**config.mk**
```make
export PLATFORM = sky130hd
export DESIGN_NAME = data_io_ram
export DESIGN_NICKNAME = d
export VERILOG_FILES = /design/src/rtl/data_io_ram_pkg.sv /design/src/rtl/data_io_ram_fifo.sv /design/src/rtl/data_io_ram.sv
export SDC_FILE = /design/constraint.sdc
export NUM_CORES = 1
export LEC_CHECK = 0
export BUFFER_PORTS_ARGS = -buffer_cell sky130_fd_sc_hd__buf_4
export CAP_MARGIN = 20
export CORE_AREA = 3 3 198 200
export CTS_BUF_LIST = sky130_fd_sc_hd__clkbuf_4 sky130_fd_sc_hd__clkbuf_8
export CTS_CLUSTER_DIAMETER = 150
export DETAILED_ROUTE_END_ITERATION = 12
export DIE_AREA = 0 0 201 203
export PLACE_DENSITY = 0.52
export SLEW_MARGIN = 20
export SYNTH_ARGS = -nofsm -noshare
export SYNTH_HDL_FRONTEND = slang
export SYNTH_SLANG_ARGS = --single-unit
```
**constraint.sdc**
```tcl
create_clock -name clk -period 4.25 [get_ports clk]
set_input_delay 0 -clock clk [delete_from_list [all_inputs] [get_ports clk]]
set_output_delay 0 -clock clk [all_outputs]
set_load 0.02 [all_outputs]
```
**src/rtl/data_io_ram_pkg.sv**
```systemverilog
// Shared constants, download state encoding and lane helpers for the
// io-controller file-download client.
package data_io_pkg;

    localparam logic [7:0] CMD_FILE_TX     = 8'h53;
    localparam logic [7:0] CMD_FILE_TX_DAT = 8'h54;
    localparam logic [7:0] CMD_FILE_INDEX  = 8'h55;

    // IDLE: no download; ACTIVE: accepting data; DRAIN: end seen, RAM still busy
    typedef enum logic [1:0] {
        DL_IDLE,
        DL_ACTIVE,
        DL_DRAIN
    } dl_state_t;

    // Number of byte lanes in a RAM word
    function automatic int unsigned lane_count(input int unsigned dw);
        return dw / 8;
    endfunction

    // Width of the lane counter (at least one bit, even for a single lane)
    function automatic int unsigned lane_width(input int unsigned dw);
        int unsigned w;
        w = 1;
        for (int unsigned i = 1; i < 8; i++) begin
            if ((32'd1 << i) < lane_count(dw)) w = i + 1;
        end
        return w;
    endfunction

endpackage

```
**src/rtl/data_io_ram_fifo.sv**
```systemverilog
// Single-clock word FIFO; a push while full is accepted when a pop frees
// the slot in the same cycle.
module data_io_fifo #(
    parameter int unsigned W     = 8,
    parameter int unsigned DEPTH = 4
) (
    input  logic         clk,
    input  logic         reset,
    input  logic         push,
    input  logic [W-1:0] din,
    input  logic         pop,
    output logic [W-1:0] dout,
    output logic         full,
    output logic         empty
);

    localparam int unsigned PW       = (DEPTH > 1) ? $clog2(DEPTH) : 1;
    localparam logic [PW:0] CNT_FULL = (PW + 1)'(DEPTH);

    logic [PW-1:0] wr_ptr_q, wr_ptr_d;
    logic [PW-1:0] rd_ptr_q, rd_ptr_d;
    logic [PW:0]   count_q, count_d;
    logic [W-1:0]  mem_q [DEPTH];
    logic [W-1:0]  mem_d [DEPTH];
    logic          do_push, do_pop;

    assign empty = (count_q == '0);
    assign full  = (count_q == CNT_FULL);
    assign dout  = mem_q[rd_ptr_q];

    // Pointer/count update and storage write
    always_comb begin
        do_pop   = pop && !empty;
        do_push  = push && (!full || do_pop);
        wr_ptr_d = wr_ptr_q;
        rd_ptr_d = rd_ptr_q;
        count_d  = count_q;
        mem_d    = mem_q;
        if (do_push) begin
            mem_d[wr_ptr_q] = din;
            wr_ptr_d        = wr_ptr_q + 1'b1;
        end
        if (do_pop) rd_ptr_d = rd_ptr_q + 1'b1;
        if (do_push && !do_pop)      count_d = count_q + 1'b1;
        else if (do_pop && !do_push) count_d = count_q - 1'b1;
    end

    // Pointer registers with synchronous reset
    always_ff @(posedge clk) begin
        if (reset) begin
            wr_ptr_q <= '0;
            rd_ptr_q <= '0;
            count_q  <= '0;
        end else begin
            wr_ptr_q <= wr_ptr_d;
            rd_ptr_q <= rd_ptr_d;
            count_q  <= count_d;
        end
    end

    // Storage needs no reset: emptiness is tracked by the pointers
    always_ff @(posedge clk) begin
        mem_q <= mem_d;
    end

endmodule

```
**src/rtl/data_io_ram.sv**
```systemverilog
// io-controller file-download client: oversampled SPI receiver, byte packer
// into DW-wide words, and a FIFO-buffered req/ack RAM writer.
module data_io_ram
    import data_io_pkg::*;
#(
    parameter int unsigned   DW         = 16,
    parameter int unsigned   AW         = 25,
    parameter logic [AW-1:0] BASE       = AW'(32'hA0000),
    parameter int unsigned   IDX_W      = 5,
    parameter int unsigned   FIFO_DEPTH = 4
) (
    input  logic              clk,
    input  logic              reset,
    input  logic              sck,
    input  logic              ss,
    input  logic              sdi,
    output logic              downloading,
    output logic [AW-1:0]     size,
    output logic [IDX_W-1:0]  index,
    output logic              overrun,
    output logic              wr_req,
    input  logic              wr_ack,
    output logic [AW-1:0]     a,
    output logic [DW-1:0]     d,
    output logic [DW/8-1:0]   be
);

    localparam int unsigned       LANES      = lane_count(DW);
    localparam int unsigned       LANE_W     = lane_width(DW);
    localparam logic [LANE_W-1:0] LANE_TOP   = LANE_W'(LANES - 1);
    localparam logic [AW-1:0]     ALIGN_MASK = ~AW'(LANES - 1);

    typedef struct packed {
        logic [AW-1:0]    a;
        logic [DW-1:0]    d;
        logic [LANES-1:0] be;
    } fifo_entry_t;

    logic [2:0]        sck_q, sck_d;
    logic [1:0]        ss_q, ss_d, sdi_q, sdi_d;
    logic [3:0]        bit_cnt_q, bit_cnt_d;
    logic [6:0]        sr_q, sr_d;
    logic [7:0]        cmd_q, cmd_d;
    logic [7:0]        rx_byte;
    logic              sck_rise, byte_valid;
    dl_state_t         state_q, state_d;
    logic [AW-1:0]     byte_cnt_q, byte_cnt_d;
    logic [LANE_W-1:0] lane_q, lane_d;
    logic [DW-1:0]     word_q, word_d;
    logic [IDX_W-1:0]  index_q, index_d;
    logic              overrun_q, overrun_d;
    logic              wr_req_q, wr_req_d;
    logic [AW-1:0]     a_q, a_d;
    logic [DW-1:0]     d_q, d_d;
    logic [LANES-1:0]  be_q, be_d;
    logic [LANES-1:0]  be_partial;
    logic [AW-1:0]     word_addr;
    fifo_entry_t       push_entry, pop_entry;
    logic              push, pop, fifo_full, fifo_empty;

    assign sck_rise  = sck_q[1] & ~sck_q[2];
    assign rx_byte   = {sr_q, sdi_q[1]};
    assign word_addr = BASE + (byte_cnt_q & ALIGN_MASK);

    // SPI synchronisers, bit counter, shift register and command capture
    always_comb begin
        sck_d      = {sck_q[1:0], sck};
        ss_d       = {ss_q[0], ss};
        sdi_d      = {sdi_q[0], sdi};
        bit_cnt_d  = bit_cnt_q;
        sr_d       = sr_q;
        cmd_d      = cmd_q;
        byte_valid = 1'b0;
        if (ss_q[1]) begin
            bit_cnt_d = '0;
            cmd_d     = '0;
        end else if (sck_rise) begin
            sr_d = rx_byte[6:0];
            if (bit_cnt_q == 4'd7) cmd_d = rx_byte;
            if (bit_cnt_q == 4'd15) begin
                bit_cnt_d  = 4'd8;
                byte_valid = 1'b1;
            end else begin
                bit_cnt_d = bit_cnt_q + 4'd1;
            end
        end
    end

    // Byte enables covering only the lanes filled so far
    always_comb begin
        be_partial = '0;
        for (int unsigned i = 0; i < LANES; i++) begin
            be_partial[i] = (LANE_W'(i) < lane_q);
        end
    end

    // Download state, byte packing and FIFO push
    always_comb begin
        state_d    = state_q;
        byte_cnt_d = byte_cnt_q;
        lane_d     = lane_q;
        word_d     = word_q;
        index_d    = index_q;
        overrun_d  = overrun_q;
        push       = 1'b0;
        push_entry = '0;
        if (state_q == DL_DRAIN && fifo_empty && !wr_req_q) state_d = DL_IDLE;
        if (byte_valid) begin
            case (cmd_q)
                CMD_FILE_TX: begin
                    if (rx_byte[0]) begin
                        state_d    = DL_ACTIVE;
                        byte_cnt_d = '0;
                        lane_d     = '0;
                        word_d     = '0;
                        overrun_d  = 1'b0;
                    end else if (state_q == DL_ACTIVE) begin
                        state_d = DL_DRAIN;
                        if (lane_q != '0) begin
                            push       = 1'b1;
                            push_entry = '{a: word_addr, d: word_q, be: be_partial};
                        end
                    end
                end
                CMD_FILE_TX_DAT: begin
                    if (state_q == DL_ACTIVE) begin
                        word_d[{lane_q, 3'b000} +: 8] = rx_byte;
                        byte_cnt_d = byte_cnt_q + 1'b1;
                        if (lane_q == LANE_TOP) begin
                            push       = 1'b1;
                            push_entry = '{a: word_addr, d: word_d, be: '1};
                            word_d     = '0;
                            lane_d     = '0;
                        end else begin
                            lane_d = lane_q + 1'b1;
                        end
                    end
                end
                CMD_FILE_INDEX: index_d = IDX_W'(rx_byte);
                default: ;
            endcase
        end
        if (push && fifo_full && !pop) overrun_d = 1'b1;
    end

    // RAM writer: load from the FIFO when idle or when the current word is acked
    always_comb begin
        pop      = !fifo_empty && (!wr_req_q || wr_ack);
        wr_req_d = wr_req_q;
        a_d      = a_q;
        d_d      = d_q;
        be_d     = be_q;
        if (pop) begin
            wr_req_d = 1'b1;
            a_d      = pop_entry.a;
            d_d      = pop_entry.d;
            be_d     = pop_entry.be;
        end else if (wr_req_q && wr_ack) begin
            wr_req_d = 1'b0;
        end
    end

    // State registers with synchronous reset
    always_ff @(posedge clk) begin
        if (reset) begin
            sck_q      <= '0;
            ss_q       <= '1;
            sdi_q      <= '0;
            bit_cnt_q  <= '0;
            sr_q       <= '0;
            cmd_q      <= '0;
            state_q    <= DL_IDLE;
            byte_cnt_q <= '0;
            lane_q     <= '0;
            word_q     <= '0;
            index_q    <= '0;
            overrun_q  <= 1'b0;
            wr_req_q   <= 1'b0;
            a_q        <= BASE;
            d_q        <= '0;
            be_q       <= '0;
        end else begin
            sck_q      <= sck_d;
            ss_q       <= ss_d;
            sdi_q      <= sdi_d;
            bit_cnt_q  <= bit_cnt_d;
            sr_q       <= sr_d;
            cmd_q      <= cmd_d;
            state_q    <= state_d;
            byte_cnt_q <= byte_cnt_d;
            lane_q     <= lane_d;
            word_q     <= word_d;
            index_q    <= index_d;
            overrun_q  <= overrun_d;
            wr_req_q   <= wr_req_d;
            a_q        <= a_d;
            d_q        <= d_d;
            be_q       <= be_d;
        end
    end

    data_io_fifo #(
        .W     ($bits(fifo_entry_t)),
        .DEPTH (FIFO_DEPTH)
    ) u_fifo (
        .clk   (clk),
        .reset (reset),
        .push  (push),
        .din   (push_entry),
        .pop   (pop),
        .dout  (pop_entry),
        .full  (fifo_full),
        .empty (fifo_empty)
    );

    assign downloading = (state_q != DL_IDLE);
    assign size        = byte_cnt_q;
    assign index       = index_q;
    assign overrun     = overrun_q;
    assign wr_req      = wr_req_q;
    assign a           = a_q;
    assign d           = d_q;
    assign be          = be_q;

endmodule

```
==> flow_summary.yaml, run 1 <==
setup_path:
  cp_slowest_cell: "nor4b_2"
  path_cells: "or3b_1 > or2_1 > nor4b_2 > ha_1 > inv_1 > fa_1 > xor2_1 > or3_1 > a21oi_1"
  cp-end-kind: "register"
  cp-startpoint: "sck_q[1]"
  critical_path_class: "reg2reg"
  endpoint: "u_fifo.count_q[2]"
  cp-start-kind: "register"
  max_stage_delay_ns: 0.67
  rrSetupSlack_ns: 0.90
  r2r-start: "sck_q[1]"
  required_ns: 4.73
  path_max_fanout: 10
  worstPathArrival_ns: 3.83
  r2r-end: "u_fifo.count_q[2]"
  r2r_cells: 9
layout:
  final_common_cell: "edfxtp_1"
  ff_latch_area_mm2: 0.00757
  multi_input_area_mm2: 0.00373
  fin_nets: 967
  final_cell_mix: "168 x edfxtp_1, 124 x dfxtp_1, 98 x nand2_1, 90 x buf_4, 66 x nor2_1"
  fill_cells: 3660
  diodes: 0
  drive_gt1_share_pct: 24.9
  syn_to_final_growth_pct: 19.1
worst_hold_path:
  min_from: "ss"
  hold_path_class: "in2reg"
pwr:
  power_density_mw_per_mm2: 404
  peakVddDrop_mv: 0.183
  p_leak_nw: 4.99
floorplanning:
  die_area_mm2: 0.0408
  chipWidth_um: 201
  die_y_um: 203
  start_util_pct: 30.7
  rows: 71
  pin_count: 82
  core-area_mm2: 0.0376
yosys:
  synth_fp_nets: 866
  syn_avg_cell_area_um2: 13.6
  ys_async_sr_fraction_pct: 0
  yosysTopAreaCell: "edfxtp_1"
  syn-cell-area_mm2: 0.0116
  synth_top_area_share_pct: 43.7
  synth_ff_type: "edfxtp_1"
  ys_seq_elements: 294
  yosys_warnings: 0
  synth_cells: 851
  synthTopCellsByArea: "edfxtp_1 44%, dfxtp_1 22%, mux4_2 8.2%"
  synth-edff-count: 168
  yosysSeqAreaShare_pct: 65.5
  ys_types: 56
sta:
  rsz0062_at_grt: "false"
  finalHoldViolCount: 0
  worstMarginPinSlew_ns: 1.01
  setup_tns_ns: 0
  fin_crit_sh_pct: 78.8
  fmax_mhz: 299
  min_period_ns: 3.35
  fin_skew_ns: 0.0227
  relSlewSlack_pct: 32.3
  hold_slack_ns: 0.166
  finalMaxSlewViolations: 0
  setup_slack_ns: 0.901
  setup_viol: 0
clocking:
  cts_resized: 0
  htreeDepth: 2
  clockBufferDepth: 3
  cts_tree: "done"
  cts-root-buf: "clkbuf_8"
  clkLatencyLatePin_ns: 0.57
  clkTransAtPathRegs_ns: 0.06
  cts_buffers: 49
  cts_sinks: 294
placement:
  dpl.hpwl_mm: 16.6
  gp_congestion: 0.754
  port_buffers: 80
  pre_cts_ws_ns: 0.903
route:
  routed_wl_mm: 26.6
  dr.pass1.iters: 5
  wl_per_cell_um: 17.7
  via_count: 6975
  post-route-drc-count: 0
  drt_iter0_markers: 446
  avgViaCountPerCell: 4.64
  postRouteAntennaNets: 0
grt:
  grt_start_max_net_pins: 45
  grt_pass1_vias: 7291
  globalRoute.totalOverflow: 0
  grt_pass1_wl_mm: 42.2
  antenna_found_initial: 0
  grtUsageTotal_pct: 13.0
flow_run:
  maxCapViolations: 0
status:
  outcome: "completed"
-- cells in the mapped netlist (8+ instances only) --
master / instances
a22oi_1: 9
a22o_1: 8
xnor2_1: 26
dfxtp_1: 126
edfxtp_1: 168
nand3_1: 10
clkbuf_1: 31
nor4_2: 10
nor2b_1: 9
nor4_1: 9
xor2_1: 8
buf_2: 9
mux4_2: 42
and2_1: 39
nor2_2: 9
nand4_1: 11
nand2_1: 98
mux2i_1: 22
ha_1: 8
a21oi_1: 52
nor2_1: 67
nor3_1: 10
-- state kept, by name (all words and copies together) (netlist names) --
signal,count
state_q,2
cmd_q,8
sdi_q,2
u_fifo.count_q,3
d,16
u_fifo.mem_q,168
sr_q,7
ss_q,2
word_q,16
be,2
bit_cnt_q,4
sck_q,3
a,24
wr_req,1
u_fifo.wr_ptr_q,2
index,5
size,25
overrun,1
lane_q,1
u_fifo.rd_ptr_q,2
-- how the worst min path moves through the flow --
stage                          to  slack, ns  depth (start not counted)
after floorplan           ss_q[0]       0.10                          1
after global placement    ss_q[0]       0.19                          2
after detailed placement  ss_q[0]       0.19                          2
after CTS                 ss_q[0]       0.13                          3
after global routing      ss_q[0]       0.16                          3
final                     ss_q[0]       0.17                          3
-- worst max-delay path, delay by kind of cell, from the launching register on --
kind	cells	cell delay (ns)
fa+ha+maj	2	0.69
flops	1	0.33
xor+xnor	1	0.16
simple gates	4	1.90
buf+inv	1	0.06
compound gates	1	0.14
-- layout make-up --
cell class | instances | share of cell area, %
Clock buffer | 63 | 5.80
Clock inverter | 29 | 1.51
Inverter | 9 | 0.246
Multi-Input combinational cell | 499 | 27.1
Sequential cell | 294 | 55.0
Tap cell | 511 | 4.65
Timing Repair Buffer | 99 | 5.64
-- what timing repair did --
action                                  CTS  global route
hold buffers                              8             0
hold endpoints to repair                 35             0
endpoints found under the setup margin    0             0
setup buffers                             0             0
-- stage by stage --
stage                     power [mW]  std cells  utilization (%)  instance area [um2]
after global routing            5.77       1504             36.6                13800
final                           5.56       1504             36.6                13800
after global placement          3.08       1404             33.7                12700
after floorplan                 3.06        851                -                11600
after detailed placement        3.08       1404             33.7                12700
after CTS                       5.65       1504             36.6                13800
-- logic make-up after synthesis --
| family | synth area share [%] |
|---|---|
| other | 0.0325 |
| and+or+nand+nor | 14.4 |
| buffers and inverters | 2.35 |
| DFF | 65.5 |
| xor gates and xnor gates | 2.58 |
| adders and majority gates | 1.04 |
| muxes | 10.2 |
| AOI/OAI and AO/OA | 3.88 |
-- layer usage --
metal	up-vias	part of all wire [%]	global-route usage, %	routed length (um)
met4	0	2.2	4.19	578
met3	42	4.2	2.52	1120
li1	3309	-	-	-
met2	147	46	20.7	12300
met1	3477	47	17.9	12600
met5	-	0	0	0
-- report_power, final --
group	switching, mW	leakage (nW)	total [mW]	internal, mW
clock network	1.12	0.529	2.54	1.42
logic	0.0248	1.49	0.0368	0.0120
registers	0.00226	2.97	2.98	2.98
Note: power is estimated with default switching activity, not from simulation.
==> inputs of run 2 (changes only) <==
Settings changed: ABC_AREA from default to 1, CORE_AREA 3 3 198 200 to 3 3 201 203, DIE_AREA 0 0 201 203 to 0 0 204 206.
Clock period 4.25 ns to 3.3 ns, I/O delays scaled along.
==> flow_summary.yaml, run 2 <==
status:
  outcome: "completed"
grt:
  grt_pass1_vias: 8509
  antenna_found_initial: 0
  grt_start_max_net_pins: 87
  globalRoute.totalOverflow: 0
  grt_pass1_wl_mm: 47.8
  grtUsageTotal_pct: 14.3
pwr:
  p_seq_share_pct: 42.9
  p_int_mw: 6.65
  p_sw_mw: 3.09
  p_leak_nw: 5.36
  peakVddDrop_mv: 0.408
  total_power_mw: 9.74
  switching_share_pct: 31.7
  pwr-share-clk_pct: 34.0
  combPwrFrac_pct: 23.1
  power_density_mw_per_mm2: 687
clocking:
  clkLatencyLatePin_ns: 0.58
  clockBufferDepth: 3
  cts_buffers: 49
  cts-root-buf: "clkbuf_8"
  htreeDepth: 2
  postCtsSetupBuffers: 0
  cts_sinks: 294
  cts_tree: "done"
  clkTransAtPathRegs_ns: 0.06
route:
  avgViaCountPerCell: 4.59
  post-route-drc-count: 0
  drt_iter0_markers: 530
  via_count: 8622
  postRouteAntennaNets: 0
  dr.pass1.iters: 5
  wl_per_cell_um: 15.9
  routed_wl_mm: 30.0
sta:
  rsz0062_at_grt: "false"
  relSlewSlack_pct: 36.3
  setup_slack_ns: 0.596
  hold_slack_ns: 0.358
  finalHoldViolCount: 0
  finalMaxSlewViolations: 0
  min_period_ns: 2.70
  fin_crit_sh_pct: 81.9
  setup_viol: 0
  fmax_mhz: 370
  worstMarginPinSlew_ns: 0.950
  fin_skew_ns: 0.0199
layout:
  drive_gt1_share_pct: 16.5
  regMostFlops: "u_fifo.mem_q"
  final_common_cell: "nor2_1"
  largest_register_ffs: 168
  fill_cells: 3879
  diodes: 0
  fin_nets: 1336
  final_cell_mix: "271 x nor2_1, 168 x edfxtp_1, 150 x o21ai_0, 125 x dfxtp_1, 117 x nand2_1"
  final_design_area_no_fill_mm2: 0.0142
  syn_to_final_growth_pct: 18.8
setup_path:
  r2r-end: "u_fifo.count_q[2]"
  cp-end-kind: "register"
  required_ns: 3.76
  cp-start-kind: "register"
  cp_slowest_cell: "fa_1"
  path_cells: "nand2_2 > nor2_4 > nand2_2 > clkinv_4 > nand2_1 > inv_2 > nand3_2 > inv_1 > ha_1 > inv_1 > fa_1 > a21oi_1 > o21ai_0 > o21ai_0 > a21oi_1"
  rrSetupSlack_ns: 0.60
  max_stage_delay_ns: 0.38
  path_max_fanout: 15
  worstPathArrival_ns: 3.16
  critical_path_class: "reg2reg"
  r2r-start: "sck_q[1]"
  r2r_cells: 15
floorplanning:
  start_util_pct: 30.9
  rows: 72
  pin_count: 82
  die_area_mm2: 0.0420
  chipWidth_um: 204
  core-area_mm2: 0.0386
  die_y_um: 206
placement:
  port_buffers: 80
  pre_cts_ws_ns: 0.575
  dpl.hpwl_mm: 18.7
  gp_congestion: 0.838
  dpl_cell_area_mm2: 0.0131
yosys:
  synth_ff_type: "edfxtp_1"
  yosysTopAreaCell: "edfxtp_1"
  synth_most_common_cell: "nor2_1"
  ys_types: 40
  yosysSeqAreaShare_pct: 63.4
  ys_async_sr_fraction_pct: 0
  synth_top_area_share_pct: 42.3
  yosys-top-cells-count: "275 x nor2_1, 168 x edfxtp_1, 150 x o21ai_0"
  synth_cells: 1229
  ys_seq_elements: 294
  syn_avg_cell_area_um2: 9.71
  synth-edff-count: 168
  synth_fp_nets: 1244
  yosys_warnings: 0
  synthTopCellsByArea: "edfxtp_1 42%, dfxtp_1 21%, nor2_1 8.6%"
  syn-cell-area_mm2: 0.0119
worst_hold_path:
  min_from: "reset"
  min_to: "u_fifo.count_q[0]"
  hold_path_class: "in2reg"
  min_path_cells: 3
flow_run:
  maxCapViolations: 0
run 2: cell count changes after synthesis, sizes merged, moves of 22 or more:
cell and delta:
nand3 +29, mux4 -42, and2 -39, inv +99, a31oi +41, o21ai +145
xnor2 -26, nand2 +32, nor2 +208, mux2i -22
run 2: worst max path at each step:
stage,startpoint,endpoint,slack (ns),cells past startpoint
2_1_floorplan,bit_cnt_q[0],u_fifo.mem_q[0],-0.03,9
3_3_place_gp,sck_q[2],u_fifo.count_q[2],0.61,16
3_5_place_dp,sck_q[1],u_fifo.count_q[2],0.58,15
4_1_cts,sck_q[1],u_fifo.count_q[2],0.58,15
5_1_grt,sck_q[1],u_fifo.count_q[2],0.30,15
6_report,sck_q[1],u_fifo.count_q[2],0.60,15
run 2: cell type report:
class                           count  area (um2)  share of cell area [%]
Clock buffer                       72         910                    6.42
Inverter                          110         418                    2.95
Clock inverter                     20         129                   0.909
Tap cell                          518         648                    4.57
Sequential cell                   294        7570                    53.4
Multi-Input combinational cell    764        3690                    26.1
Timing Repair Buffer              102         811                    5.72
run 2: timing repair:
item	4_1_cts	5_1_grt
endpoints found under the hold margin	25	0
hold buffers	8	0
resized for setup	0	0
run 2: per-layer routing:
layer / wire (um) / GRT usage [%] / up-vias
met3: 1320 / 2.95 / 43
met5: 0 / 0 / -
met1: 14500 / 20.1 / 4096
li1: - / - / 4338
met4: 555 / 4.30 / 0
met2: 13500 / 22.5 / 145
run 2: cells by family (layout without fill, tap and decap cells):
group | after synthesis | in the layout | synth area share (%)
XOR/XNOR | 3 | 3 | 0.220
AND/OR/NAND/NOR | 480 | 480 | 17.3
flip-flops | 294 | 294 | 63.4
other | 1 | 1 | 0.0314
AO/OA/AOI/OAI | 271 | 271 | 12.0
buffers and inverters | 171 | 304 | 6.00
adder cells (fa/ha/maj) | 9 | 9 | 1.01
run 2: per-stage QoR:
stage | util [%] | cells | setup TNS (ns)
6_report | 36.7 | 1880 | 0
2_1_floorplan | - | 1229 | -5.38
3_5_place_dp | 33.8 | 1780 | 0
5_1_grt | 36.7 | 1880 | 0
3_3_place_gp | 33.8 | 1780 | 0
4_1_cts | 36.7 | 1880 | 0
run 2: power groups by stage:
| stage | Clock [mW] | Combinational (mW) | Sequential (mW) |
|---|---|---|---|
| finish | 3.31 | 2.25 | 4.18 |
| global route | 3.60 | 2.58 | 4.20 |
| CTS | 3.42 | 2.31 | 4.19 |
| detailed placement | 0 | 2.29 | 4.26 |
| global placement | 0 | 2.27 | 4.26 |
| floorplan | 0 | 1.36 | 4.42 |
run 2: worst max-delay path: cells and delay by family, from the launching register on:
kind	cells	cell delay (ns)
simple gates	5	0.83
flops	1	0.34
compound gates	4	0.46
buf+inv	4	0.42
fa+ha+maj	2	0.54
==> inputs of run 3 (changes only) <==
Settings changed: ABC_AREA 1 to 0, CORE_AREA 3 3 201 203 to 3 3 198 200, DIE_AREA 0 0 204 206 to 0 0 201 203, PLACE_DENSITY 0.52 to 0.54.
Clock period 3.3 ns to 2.4 ns, I/O delays scaled along.
==> flow_summary.yaml, run 3 (synthesis results as in run 1) <==
layout:
  regMostFlops: "u_fifo.mem_q"
  postLayoutCoreUtil_pct: 38.3
  fin_nets: 1014
  diodes: 0
  final_design_area_no_fill_mm2: 0.0144
  syn_to_final_growth_pct: 24.7
  drive_gt1_share_pct: 31.7
  largest_register_ffs: 168
  final_cell_mix: "168 x edfxtp_1, 124 x buf_4, 121 x dfxtp_1, 98 x nand2_1, 63 x nor2_1"
  final_common_cell: "edfxtp_1"
setup_path:
  cp-startpoint: "ss_q[1]"
  r2r-start: "ss_q[1]"
  endpoint: "u_fifo.count_q[2]"
  path_max_fanout: 2
  rrSetupSlack_ns: -0.12
  r2r_cells: 9
  critical_path_class: "reg2reg"
  r2r-end: "u_fifo.count_q[2]"
  cp-start-kind: "register"
  cp-end-kind: "register"
  required_ns: 2.91
  worstPathArrival_ns: 3.03
floorplanning:
  start_util_pct: 30.7
  core-area_mm2: 0.0376
  pin_count: 82
  chipWidth_um: 201
  rows: 71
  die_area_mm2: 0.0408
  die_y_um: 203
sta:
  min_period_ns: 2.52
  finalMaxSlewViolations: 0
  finalHoldViolCount: 0
  worstMarginPinSlew_ns: 0.737
  fin_crit_sh_pct: 105
  fmax_mhz: 398
  setup_slack_ns: -0.115
  fin_skew_ns: 0.0244
  setup_tns_ns: -0.115
  setup_viol: 1
  relSlewSlack_pct: 50.5
  rsz0062_at_grt: "true"
grt:
  grt_pass1_vias: 7367
  antenna_found_initial: 0
  grtUsageTotal_pct: 12.7
  grt_start_max_net_pins: 45
  globalRoute.totalOverflow: 0
  grt_pass1_wl_mm: 41.8
placement:
  dpl.hpwl_mm: 16.7
  port_buffers: 80
  gp_congestion: 0.757
  dpl_cell_area_mm2: 0.0131
  pre_cts_ws_ns: -0.192
pwr:
  p_seq_share_pct: 53.3
  switching_share_pct: 20.0
  p_int_mw: 7.93
  peakVddDrop_mv: 0.353
  p_leak_nw: 5.38
  pwr-share-clk_pct: 45.9
  power_density_mw_per_mm2: 687
  p_sw_mw: 1.98
  combPwrFrac_pct: 0.8
  total_power_mw: 9.90
route:
  postRouteAntennaNets: 0
  post-route-drc-count: 0
  avgViaCountPerCell: 4.58
  wl_per_cell_um: 16.7
  routed_wl_mm: 25.8
  drt_iter0_markers: 351
  via_count: 7100
  dr.pass1.iters: 6
clocking:
  htreeDepth: 2
  cts-root-buf: "clkbuf_8"
  cts_buffers: 50
  cts_sinks: 294
  clockBufferDepth: 3
  cts_tree: "done"
  clkTransAtPathRegs_ns: 0.06
  clkLatencyLatePin_ns: 0.57
flow_run:
  maxCapViolations: 0
status:
  violations: "setup timing"
  outcome: "complete, but fails checks"
worst_hold_path:
  hold_path_class: "in2reg"
==> run 3: stage by stage <==
step	hold WS, ns	cells
4_1_cts	0.204	1549
3_3_place_gp	0.194	1447
6_report	0.254	1551
5_1_grt	0.248	1551
2_1_floorplan	0.104	851
3_5_place_dp	0.192	1447
==> run 3: worst min-delay path by stage <==
stage | start | to | slack (ns) | depth (start not counted)
final | wr_ack | wr_req | 0.25 | 4
after global routing | wr_ack | wr_req | 0.25 | 4
after CTS | wr_ack | wr_req | 0.20 | 4
after detailed placement | ss | ss_q[0] | 0.19 | 2
after global placement | ss | ss_q[0] | 0.19 | 2
after floorplan | ss | ss_q[0] | 0.10 | 1
==> run 3: routing by layer <==
metal | GRT usage [%] | vias up | share of wire, %
met5 | 0 | - | 0
met3 | 2.90 | 53 | 4.3
li1 | - | 3408 | -
met1 | 16.8 | 3510 | 46
met4 | 4.54 | 0 | 2.5
met2 | 20.8 | 129 | 47
==> run 3: power by group through the flow <==
stage	clock network (mW)	registers [mW]	logic, mW
CTS	4.70	5.28	0.0798
global route	4.94	5.27	0.0867
floorplan	0	5.38	0.0415
finish	4.54	5.28	0.0782
detailed placement	0	5.38	0.0698
global placement	0	5.38	0.0694
==> run 3: area by class of cell <==
| cell class | count | area (um2) |
|---|---|---|
| Inverter | 9 | 33.8 |
| Sequential cell | 294 | 7570 |
| Tap cell | 511 | 639 |
| Fill cell | 3550 | 23200 |
| Clock inverter | 12 | 88.8 |
| Timing Repair Buffer | 145 | 1260 |
| Clock buffer | 81 | 952 |
| Multi-Input combinational cell | 499 | 3850 |
==> run 3: what timing repair did <==
item	CTS	global route
pin swaps	2	1
gates resized for setup	2	21
endpoints found under the hold margin	31	0
setup buffers	1	2
endpoints found under the setup margin	23	85
hold buffers	8	0
==> run 3: critical path, stage by stage, from the launching register on <==
cell,delay (ns)
dfxtp_1,0.31
or3b_4,0.39
or2_4,0.25
nor4b_4,0.30
ha_2,0.24
inv_2,0.04
fa_2,0.32
xor2_1,0.15
or3_1,0.34
a21oi_2,0.12
